### src/rtl/icache_pkg.sv
// Shared state encoding, field widths and PC field extraction for the instruction cache.
// Latency: none, definitions only.
// Backpressure: none, definitions only.
package icache_pkg;

  localparam int ADDR_WIDTH       = 10;
  localparam int INDEX_BITS       = 3;
  localparam int WORD_OFFSET_BITS = 2;
  localparam int TAG_BITS         = ADDR_WIDTH - INDEX_BITS - WORD_OFFSET_BITS - 2;
  localparam int NUM_LINES        = 1 << INDEX_BITS;
  localparam int WORD_WIDTH       = 32;
  localparam int BLOCK_WIDTH      = WORD_WIDTH << WORD_OFFSET_BITS;
  localparam int MEM_ADDR_WIDTH   = TAG_BITS + INDEX_BITS;

  typedef enum logic [1:0] {
    IDLE     = 2'd0,
    MEM_READ = 2'd1,
    UPDATE   = 2'd2
  } state_t;

  typedef logic [TAG_BITS-1:0]         tag_t;
  typedef logic [INDEX_BITS-1:0]       index_t;
  typedef logic [WORD_OFFSET_BITS-1:0] offset_t;

  // Tag is the top of the used address range; upper PC bits never reach here.
  function automatic tag_t get_tag(input logic [ADDR_WIDTH-1:0] addr);
    return addr[ADDR_WIDTH-1 -: TAG_BITS];
  endfunction

  function automatic index_t get_index(input logic [ADDR_WIDTH-1:0] addr);
    return addr[WORD_OFFSET_BITS+2 +: INDEX_BITS];
  endfunction

  function automatic offset_t get_offset(input logic [ADDR_WIDTH-1:0] addr);
    return addr[2 +: WORD_OFFSET_BITS];
  endfunction

  // Word 0 of a block sits in the least significant 32 bits.
  function automatic logic [WORD_WIDTH-1:0] get_word(input logic [BLOCK_WIDTH-1:0] blk,
                                                     input offset_t off);
    return blk[off*WORD_WIDTH +: WORD_WIDTH];
  endfunction

endpackage

### src/rtl/icache_line_store.sv
// Valid/tag/data storage for the direct-mapped cache lines, one read port and one write port.
// Latency: read is combinational, write and clear-all take effect at the next clock edge.
// Backpressure: none, every write and clear is accepted in the cycle it is presented.
module icache_line_store
  import icache_pkg::*;
(
  input  logic                   i_clk,
  input  logic                   i_rst_n,
  input  logic                   i_clear,
  input  logic                   i_wr_en,
  input  logic [INDEX_BITS-1:0]  i_wr_index,
  input  logic [TAG_BITS-1:0]    i_wr_tag,
  input  logic [BLOCK_WIDTH-1:0] i_wr_data,
  input  logic [INDEX_BITS-1:0]  i_rd_index,
  output logic                   o_rd_valid,
  output logic [TAG_BITS-1:0]    o_rd_tag,
  output logic [BLOCK_WIDTH-1:0] o_rd_data
);

  logic [NUM_LINES-1:0]   r_valid;
  logic [TAG_BITS-1:0]    r_tag  [NUM_LINES];
  logic [BLOCK_WIDTH-1:0] r_data [NUM_LINES];

  // Valid bits: reset and clear-all take priority over a line fill.
  always_ff @(posedge i_clk) begin
    if (!i_rst_n || i_clear) begin
      r_valid <= '0;
    end else if (i_wr_en) begin
      r_valid[i_wr_index] <= 1'b1;
    end
  end

  // Tag/data payload has no reset; it is only ever consumed through a set valid bit.
  always_ff @(posedge i_clk) begin
    if (i_rst_n && i_wr_en) begin
      r_tag[i_wr_index]  <= i_wr_tag;
      r_data[i_wr_index] <= i_wr_data;
    end
  end

  assign o_rd_valid = r_valid[i_rd_index];
  assign o_rd_tag   = r_tag[i_rd_index];
  assign o_rd_data  = r_data[i_rd_index];

endmodule

### src/rtl/icache_controller.sv
// Direct-mapped read-only instruction cache: hit detection, miss fill sequencing and flush.
// Latency: hits return in the request cycle; a miss costs 2 cycles plus the memory busy cycles.
// Backpressure: BUSYWAIT stalls fetch on a miss; MEM_BUSYWAIT holds the fill in MEM_READ.
module icache_controller
  import icache_pkg::*;
(
  input  logic                      CLK,
  input  logic                      RESET,
  input  logic                      CPU_READ,
  input  logic [31:0]               PC,
  output logic [WORD_WIDTH-1:0]     INSTRUCTION,
  output logic                      BUSYWAIT,
  input  logic                      FLUSH,
  output logic                      MEM_READ,
  output logic [MEM_ADDR_WIDTH-1:0] MEM_ADDRESS,
  input  logic [BLOCK_WIDTH-1:0]    MEM_READDATA,
  input  logic                      MEM_BUSYWAIT
);

  state_t                    r_state;
  logic                      r_flush_pending;
  logic                      r_mem_read;
  logic [MEM_ADDR_WIDTH-1:0] r_mem_address;
  logic [WORD_WIDTH-1:0]     r_instr;
  logic [BLOCK_WIDTH-1:0]    r_fill_data;

  logic [ADDR_WIDTH-1:0]     w_addr;
  tag_t                      w_tag;
  index_t                    w_index;
  offset_t                   w_offset;
  logic                      w_line_valid;
  tag_t                      w_line_tag;
  logic [BLOCK_WIDTH-1:0]    w_line_data;
  logic                      w_idle;
  logic                      w_flush_now;
  logic                      w_hit;
  logic                      w_serve;
  logic                      w_wr_en;
  logic [WORD_WIDTH-1:0]     w_word;
  logic                      w_unused_pc_bits;

  // Upper PC bits are outside the cached range and [1:0] are always word aligned.
  assign w_unused_pc_bits = ^{PC[31:ADDR_WIDTH], PC[1:0]};

  assign w_addr   = PC[ADDR_WIDTH-1:0];
  assign w_tag    = get_tag(w_addr);
  assign w_index  = get_index(w_addr);
  assign w_offset = get_offset(w_addr);

  assign w_idle      = (r_state == IDLE);
  // A flush seen in IDLE (fresh pulse or one deferred during a fill) wipes the cache this edge,
  // so a request in the same cycle must not be served from the soon-to-be-invalid line.
  assign w_flush_now = FLUSH || r_flush_pending;
  assign w_hit       = w_line_valid && (w_line_tag == w_tag);
  assign w_serve     = w_idle && CPU_READ && w_hit && !w_flush_now;
  assign w_wr_en     = (r_state == UPDATE);
  assign w_word      = get_word(w_line_data, w_offset);

  assign BUSYWAIT    = w_idle ? (CPU_READ && !w_serve) : 1'b1;
  assign INSTRUCTION = w_serve ? w_word : r_instr;
  assign MEM_READ    = r_mem_read;
  assign MEM_ADDRESS = r_mem_address;

  icache_line_store u_line_store (
    .i_clk      (CLK),
    .i_rst_n    (RESET),
    .i_clear    (w_idle && w_flush_now),
    .i_wr_en    (w_wr_en),
    .i_wr_index (r_mem_address[INDEX_BITS-1:0]),
    .i_wr_tag   (r_mem_address[MEM_ADDR_WIDTH-1:INDEX_BITS]),
    .i_wr_data  (r_fill_data),
    .i_rd_index (w_index),
    .o_rd_valid (w_line_valid),
    .o_rd_tag   (w_line_tag),
    .o_rd_data  (w_line_data)
  );

  // Miss-handling FSM with registered memory-side outputs and the last-served instruction.
  always_ff @(posedge CLK) begin
    if (!RESET) begin
      r_state         <= IDLE;
      r_flush_pending <= 1'b0;
      r_mem_read      <= 1'b0;
      r_mem_address   <= '0;
      r_instr         <= '0;
      r_fill_data     <= '0;
    end else begin
      case (r_state)
        IDLE: begin
          // Any deferred flush is applied by the line store this edge.
          r_flush_pending <= 1'b0;
          if (CPU_READ) begin
            if (w_serve) begin
              r_instr <= w_word;
            end else begin
              r_mem_address <= {w_tag, w_index};
              r_mem_read    <= 1'b1;
              r_state       <= icache_pkg::MEM_READ;
            end
          end
        end
        icache_pkg::MEM_READ: begin
          if (FLUSH) begin
            r_flush_pending <= 1'b1;
          end
          // Data is valid in the first cycle the memory drops its busy flag.
          if (!MEM_BUSYWAIT) begin
            r_fill_data <= MEM_READDATA;
            r_mem_read  <= 1'b0;
            r_state     <= UPDATE;
          end
        end
        UPDATE: begin
          if (FLUSH) begin
            r_flush_pending <= 1'b1;
          end
          r_state <= IDLE;
        end
        default: begin
          r_mem_read <= 1'b0;
          r_state    <= IDLE;
        end
      endcase
    end
  end

endmodule
### config.mk
export PLATFORM = sky130hd
export DESIGN_NAME = icache_controller
export DESIGN_NICKNAME = d
export VERILOG_FILES = /design/src/rtl/icache_pkg.sv /design/src/rtl/icache_line_store.sv /design/src/rtl/icache_controller.sv
export SDC_FILE = /design/constraint.sdc
export NUM_CORES = 1
export LEC_CHECK = 0
export CAP_MARGIN = 10
export CORE_MARGIN = 4
export CORE_UTILIZATION = 55
export CTS_BUF_LIST = sky130_fd_sc_hd__clkbuf_8
export DETAILED_ROUTE_END_ITERATION = 10
export GPL_TIMING_DRIVEN = 0
export PLACE_DENSITY = 0.83
export SLEW_MARGIN = 10
export SYNTH_ARGS = -nofsm -noshare
export SYNTH_HDL_FRONTEND = slang
export SYNTH_SLANG_ARGS = --single-unit
### constraint.sdc
create_clock -name CLK -period 14.1 [get_ports CLK]
set_input_delay 2.82 -clock CLK [delete_from_list [all_inputs] [get_ports CLK]]
set_output_delay 2.82 -clock CLK [all_outputs]
set_load 0.02 [all_outputs]
==> results by group, run 1 <==
Synthesis
  – Async SR Flop Fraction: 0%
  – Yosys top cell area share: approximately two thirds
  – Ranking of synthesized cells by area: edfxtp_1, mux4_2, dfxtp_1, nand2_1, mux2_2
  – Post-synthesis xor/xnor area fraction: less than 1%
  – Top_reg_cell synth: edfxtp_1
  – Register bit total from synthesis: about 1.2k
  – EDFF count, synth: about 1.0k
  – Post-Syn Area: 46300 µm²
  – Adder-cell share of the synthesized area: 0.108%
  – Post-synthesis sequential area ratio: approximately 76%
  – Mapped Cells: about 2.3k
  – Cell taking the most area after synthesis: edfxtp_1
  – Ys Warns: 0
  – Synth Area in Compound Gates: between 1.5 and 2%
  – Main combinational cell family by area after synthesis: multiplexers
  – Post-synthesis mux area share: between 15 and 20%
  – Post-synth cell types: 36
  – Simple-gate share of the synthesized area: between 3 and 4%
  – Syn nets: 2431
  – Avg Inst Size Synth: 20.5 µm²

Floorplan
  – Site Rows: 106
  – Core ar.: around 84000 µm²
  – Die X: 298 µm
  – Initial cell density of the core: 55.4%
  – Ports: 205
  – Chip height: 298 µm
  – Die area: 88900 µm²

Global route
  – Initial antenna violation count: 3
  – GRT overflow: 0
  – Tot GR Track Use: 26.7%
  – Largest net degree at the start of global routing: 24
  – Global-route wire length before repair: about 170000 µm
  – Vias in the first global route: approximately 26k

Clocking
  – Setup bufs post-CTS: 0
  – TritonCTS clock tree: built
  – Inserted Clock Buffers: approximately 180
  – CTS Hold Bufs: 0
  – Clk buf depth: 3
  – # clock sinks: 1226
  – CTS clk-pin slew, worst paths: 0.07 ns
  – CTS Root Buffer Type: clkbuf_8
  – Clock latency at the later pin of the worst-skew pair: 0.84 ns
  – Post-CTS Resized: 0
  – CTS H-tree lvls: 4

Placement
  – Dpl cell area: 50800 µm²
  – # port buffers: between 150 and 200
  – Cells after DPL: 3598
  – RePlAce Congestion: around 0.83
  – Final HPWL DP: 78500 µm

Setup path
  – CP Max Fanout: 10
  – Setup crit start: PC[5]
  – Worst setup EP type: output port
  – Delay-heaviest family, CP: buffers and inverters
  – Slack of the worst reg-to-reg path: slightly above 10 ns
  – WS Path Type: in2out
  – R2R cell count: 12
  – Slowest stage delay, CP: 0.78 ns
  – Startpoint types: input port
  – CP arrival: 6.69 ns
  – Buf/Inv on CP: 5
  – RR Startpoint: r_state[0]
  – CP Data Required Time: 11.28 ns
  – CP Depth: 9
  – Worst-path cell with the longest stage delay: clkbuf_1
  – Cells along the critical path: buf_2 -> buf_4 -> buf_2 -> clkbuf_1 -> mux4_2 -> mux4_2 -> mux2_2 -> mux2_2 -> clkdlybuf4s50_1

Routing
  – DRC: 0
  – Vias per cell: 6.34
  – Mean routed wirelength per cell: 29.8 µm
  – Met2 wire length: 56700 µm
  – Initial DRC count: 3821
  – Final Routed Wirelength: 117000 µm
  – DR vias: ~25k
  – M1 WL: 42000 µm
  – 1st-pass router iterations: 5
  – Metal3 WL: 14600 µm
  – Max layer used: met5
  – Post-route ant nets: 0

Power
  – Peak supply drop: 0.0000915 V
  – Int Power: 0.00559 W
  – Sw frac: 22.5%
  – Power per cell area: 132 nW/µm²
  – Combinational power share: 5.4%
  – Register share of total power: a little under three fifths
  – Clock group share of total power: between 30% and 40%
  – P_sw: 0.00162 W
  – Leakage power: 18.9 nW

Timing
  – Final period util: 67.5%
  – Final Hold Viols: 0
  – Worst-margin pin slew: 1.16 ns
  – Worst clock skew: 0.0514 ns
  – Fin. max-slew vios: 0
  – Final min period: between 9 and 10 ns
  – RSZ-0062 raised after global routing: no
  – Fmax: about 110 MHz
  – Min Hold Slack: 0.515 ns
  – Setup violators final: 0
  – Slew headroom: 22.5%

Hold path
  – HP Class: reg2reg
  – WHS Path Cells: 2
  – Hold wc startpoint: u_line_store.r_valid[6]

Layout
  – Commonest cells after routing, fill and taps aside: edfxtp_1, mux4_2, nand2_1
  – Area Overhead vs Synth: 17.5%
  – Fillers: 5099
  – Core Util, Final: between 60% and 70%
  – Post-route cell area: 54400 µm²
  – Share of cells above drive strength 1: 26.9%
  – Commonest non-fill, non-tap cell in the layout: edfxtp_1
  – Final Net Count: 2873
  – Ant. Diodes: 0
  – Layout Cells excl Fill: 3946

Run status
  – Status: completed

Run
  – Number of max-cap violations: 0
[worst reg2reg max path, delay by kind of cell, from the launching register on]
kind                     cells  cell delay (ns)
flip-flops                   1             0.35
buffers and inverters        8             1.63
AND/OR/NAND/NOR              3             1.39
adder cells (fa/ha/maj)      1             0.37
[power by group through the flow]
stage | Clock (W) | Sequential (W) | Combinational [W]
after floorplan | 0 | 0.00407 | 0.000217
after global placement | 0 | 0.00409 | 0.000365
after detailed placement | 0 | 0.00409 | 0.000384
after CTS | 0.00284 | 0.00401 | 0.000388
after global routing | 0.00302 | 0.00401 | 0.000409
final | 0.00281 | 0.00401 | 0.000389
[final cells by class]
type	instances	area, µm²	area share (%)
clock buffer	201	2770	5.08
clock inverter	147	842	1.55
timing repair buffer	256	3070	5.65
tap	1080	1350	2.48
sequential	1226	35000	64.4
buffer	132	683	1.26
inverter	6	22.5	0.0414
multi-input combinational	898	10700	19.6
[flip-flops by register name, indices dropped and copies added, names as in the netlist]
signal / flops
u_line_store.r_data: 1024
r_fill_data: 128
r_instr: 32
u_line_store.r_tag: 24
u_line_store.r_valid: 8
MEM_ADDRESS: 6
r_state: 2
MEM_READ: 1
r_flush_pending: 1
[cells by family (layout without fill, tap and decap cells)]
| logic type | after synthesis | in the layout |
|---|---|---|
| buffers and inverters | 138 | 742 |
| and+or+nand+nor | 340 | 340 |
| adders and majority gates | 4 | 4 |
| muxes | 404 | 404 |
| xor gates and xnor gates | 3 | 3 |
| DFF | 1226 | 1226 |
| AOI/OAI and AO/OA | 147 | 147 |
[cell usage after synthesis (3+ instances only)]
cell / number
nand2_1: 276
ha_1: 4
a31oi_1: 4
o21ai_0: 4
buf_1: 20
clkbuf_1: 71
a21oi_1: 84
a21boi_0: 48
edfxtp_1: 1048
mux4_2: 326
and2_1: 32
nand2b_1: 3
nand3_1: 3
dfxtp_1: 178
nor2_1: 15
nor3_1: 3
xnor2_1: 3
mux2i_1: 16
inv_1: 5
nor2b_1: 5
buf_6: 19
mux2_4: 10
mux2_2: 52
buf_4: 6
buf_2: 16
[metrics by stage]
step / power, W / worst slack, ns / setup TNS, ns
6_report: 0.00721 / 4.59 / 0
5_1_grt: 0.00744 / 4.54 / 0
4_1_cts: 0.00723 / 4.65 / 0
3_5_place_dp: 0.00447 / 4.66 / 0
3_3_place_gp: 0.00445 / -9.31 / -4129.40
2_1_floorplan: 0.00429 / 0.906 / 0
[layer usage]
layer / track usage, % / vias up
met5: 0 / -
li1: - / 10000
met2: 41.9 / 1907
met3: 7.95 / 276
met4: 9.72 / 2
met1: 36.3 / 12800
[path summary, 6_finish.rpt]
check | endpoint
worst max-delay path | INSTRUCTION[8]
worst min-delay path | u_line_store.r_valid[6]
worst max register to register | u_line_store.r_data[0][19]
worst min register to register | u_line_store.r_valid[6]
(Power assumes the default switching activity.)
==> run 2: changes to the inputs <==
Settings changed: PLACE_DENSITY 0.83 to 0.86.
Clock period 14.1 ns to 7.87 ns, I/O delays scaled along.
==> run 2 against run 1 <==
Compared with the run above: global-route usage up 0.84 points; wire length up 3.9%; critical path depth unchanged; sequential share of layout area down 0.13 points; worst setup slack worse by 3.9 ns; combinational power up 83%; largest cell class unchanged; flip-flop and latch count unchanged; largest power group unchanged; die area unchanged; non-clock buffer count down 17; clock power up 81%.
==> results by group, run 2 (synthesis results as in run 1) <==
Clocking
  – Inserted Clock Buffers: 183 (was 184)
  – CTS clk-pin slew, worst paths: 0.08 ns (was 0.07 ns)
  – Post-CTS Resized: 0 (unchanged)
  – CTS H-tree lvls: 4 (unchanged)
  – # clock sinks: 1226 (unchanged)
  – Clock latency at the later pin of the worst-skew pair: 0.85 ns (was 0.84 ns)
  – CTS Hold Bufs: 0 (unchanged)
  – Clk buf depth: 3 (unchanged)
  – Setup bufs post-CTS: 0 (unchanged)
  – TritonCTS clock tree: built (unchanged)
  – CTS Root Buffer Type: clkbuf_8 (unchanged)

Floorplan
  – Initial cell density of the core: 55.4% (unchanged)
  – Ports: 205 (unchanged)
  – Chip height: 298 µm (unchanged)
  – Die X: 298 µm (unchanged)
  – Site Rows: 106 (unchanged)
  – Die area: 88900 µm² (unchanged)
  – Core ar.: 83600 µm² (unchanged)

Setup path
  – CP Data Required Time: 6.30 ns (was 11.28 ns)
  – Worst-path cell with the longest stage delay: buf_1 (was clkbuf_1)
  – CP Max Fanout: 10 (unchanged)
  – CP Capture Point: INSTRUCTION[28] (was INSTRUCTION[8])
  – Cells along the critical path: buf_2 -> buf_4 -> buf_2 -> buf_1 -> mux4_2 -> mux4_2 -> mux2_2 -> mux2_2 -> clkdlybuf4s50_1 (was buf_2 -> buf_4 -> buf_2 -> clkbuf_1 -> mux4_2 -> mux4_2 -> mux2_2 -> mux2_2 -> clkdlybuf4s50_1)
  – Slowest stage delay, CP: 0.92 ns (was 0.78 ns)
  – Startpoint types: input port (unchanged)
  – CP arrival: 5.59 ns (was 6.69 ns)
  – Worst setup EP type: output port (unchanged)
  – Setup crit start: PC[5] (unchanged)
  – Slack of the worst reg-to-reg path: 4.34 ns (was 10.06 ns)
  – Reg-to-reg endpoint: u_line_store.r_data[0][83] (was u_line_store.r_data[0][19])
  – R2R cell count: 9 (was 12)
  – RR Startpoint: r_state[0] (unchanged)
  – WS Path Type: in2out (unchanged)

Layout
  – Share of cells above drive strength 1: 26.8% (was 26.9%)
  – Max reg flops: 1024 (unchanged)
  – Layout Cells excl Fill: 3925 (was 3946)
  – Area Overhead vs Synth: 17.7% (was 17.5%)
  – Biggest register: u_line_store.r_data (unchanged)
  – Post-route cell area: 54500 µm² (was 54400 µm²)
  – Commonest cells after routing, fill and taps aside: edfxtp_1, mux4_2, nand2_1 (unchanged)
  – Commonest non-fill, non-tap cell in the layout: edfxtp_1 (unchanged)
  – Regs by FF count: u_line_store.r_data: 1024 flops, r_fill_data: 128 flops, r_instr: 32 flops (unchanged)
  – Final Net Count: 2855 (was 2873)

Global route
  – Global-route wire length before repair: 176000 µm (was 172000 µm)
  – Routing usage on met3: 7.86% (was 7.95%)
  – Met2 usage: 43.9% (was 41.9%)
  – Most utilized layer in the global route result: met2 (unchanged)
  – Initial antenna violation count: 4 (was 3)
  – Tot GR Track Use: 27.6% (was 26.7%)
  – Vias in the first global route: 26.1k (was 25.9k)
  – GRT overflow: 0 (unchanged)
  – Met1 Usage GRT: 36.7% (was 36.3%)
  – Largest net degree at the start of global routing: 24 (unchanged)

Run
  – Number of max-cap violations: 0 (unchanged)

Timing
  – Fmax: 140 MHz
  – Slew headroom: 20.5% (was 22.5%)
  – Setup violators final: 0 (unchanged)
  – Final worst slack: 0.705 ns (was 4.59 ns)
  – Sum of negative setup slack: 0 ns (unchanged)
  – Final Hold Viols: 0 (unchanged)
  – Worst clock skew: 0.0461 ns (was 0.0514 ns)
  – Worst-margin pin slew: 1.19 ns (was 1.16 ns)
  – RSZ-0062 raised after global routing: no (unchanged)
  – Fin. max-slew vios: 0 (unchanged)
  – Final min period: 7.16 ns
  – Final period util: 91.0%

Power
  – Sw frac: 22.8% (was 22.5%)
  – Combinational power share: 5.5% (was 5.4%)
  – P_sw: 0.00296 W (was 0.00162 W)
  – Clock group share of total power: 39.2% (was 39.0%)
  – Leakage power: 18.9 nW (about the same)
  – Power Total: 0.0130 W (was 0.00721 W)
  – Power per cell area: 238 nW/µm² (was 132 nW/µm²)
  – Int Power: 0.0100 W (was 0.00559 W)
  – Peak supply drop: 0.000152 V (was 0.0000915 V)
  – Register share of total power: 55.4% (was 55.6%)

Routing
  – Post-route ant nets: 0 (unchanged)
  – Mean routed wirelength per cell: 31.1 µm (was 29.8 µm)
  – Initial DRC count: 4153 (was 3821)
  – DRC: 0 (unchanged)
  – Vias per cell: 6.46 (was 6.34)
  – Final Routed Wirelength: 122000 µm (was 117000 µm)
  – DR vias: 25.3k (was 25.0k)
  – 1st-pass router iterations: 7 (was 5)

Placement
  – # port buffers: 174 (unchanged)
  – Post-Place Worst Slack: 0.812 ns (was 4.66 ns)
  – Final HPWL DP: 80100 µm (was 78500 µm)
  – Cells after DPL: 3581 (was 3598)
  – RePlAce Congestion: 0.869 (was 0.829)
  – Dpl cell area: 50900 µm² (was 50800 µm²)

Run status
  – Status: completed (unchanged)

Hold path
  – HP Class: reg2reg (unchanged)
## run 2: cell count changes in the layout (fill, tap and decap cells not counted), sizes merged
cell / previous run / this run
buf: 143 / 125
bufinv: 7 / 5
clkbuf: 272 / 282
clkinvlp: 3 / 2
diode: 0 / 1
inv: 84 / 73
## run 2: final cells by class
class / count / area [µm²]
buffer: 132 / 686
fill: 4945 / 29000
clock inverter: 133 / 743
antenna: 1 / 2.50
timing repair buffer: 239 / 3150
inverter: 6 / 22.5
clock buffer: 210 / 2890
multi-input combinational: 898 / 10700
sequential: 1226 / 35000
tap: 1080 / 1350
## run 2: worst min-delay path by stage
stage,startpoint,endpoint,slack (ns),cells after the start
6_report,u_line_store.r_valid[3],u_line_store.r_valid[3],0.52,2
5_1_grt,u_line_store.r_valid[2],u_line_store.r_valid[2],0.54,2
4_1_cts,u_line_store.r_valid[3],u_line_store.r_valid[3],0.51,2
3_5_place_dp,u_line_store.r_valid[6],u_line_store.r_valid[6],0.48,2
3_3_place_gp,u_line_store.r_valid[6],u_line_store.r_valid[6],0.44,2
2_1_floorplan,u_line_store.r_valid[4],u_line_store.r_valid[4],0.43,2
## run 2: worst max-delay path, delay by kind of cell
family | cells | cell delay, ns
buf+inv | 5 | 2.35
mux | 4 | 1.66
## run 2: routing by layer
layer | vias to the layer above | share of wire (%)
li1 | 9995 | -
met4 | 2 | 3.8
met3 | 310 | 12
met2 | 2092 | 49
met1 | 12900 | 35
met5 | - | 0.011
## run 2: power by group through the flow
stage | Sequential, W | Combinational (W) | Clock [W]
after floorplan | 0.00729 | 0.000389 | 0
after global placement | 0.00732 | 0.000655 | 0
after detailed placement | 0.00732 | 0.000696 | 0
after CTS | 0.00719 | 0.000705 | 0.00511
after global routing | 0.00719 | 0.000740 | 0.00544
final | 0.00719 | 0.000710 | 0.00509
## run 2: stage by stage
| stage | hold slack, ns | utilization (%) |
|---|---|---|
| after floorplan | 0.431 | - |
| after global placement | 0.444 | 59.2 |
| after detailed placement | 0.479 | 60.9 |
| after CTS | 0.507 | 65.3 |
| after global routing | 0.545 | 65.3 |
| final | 0.523 | 65.3 |
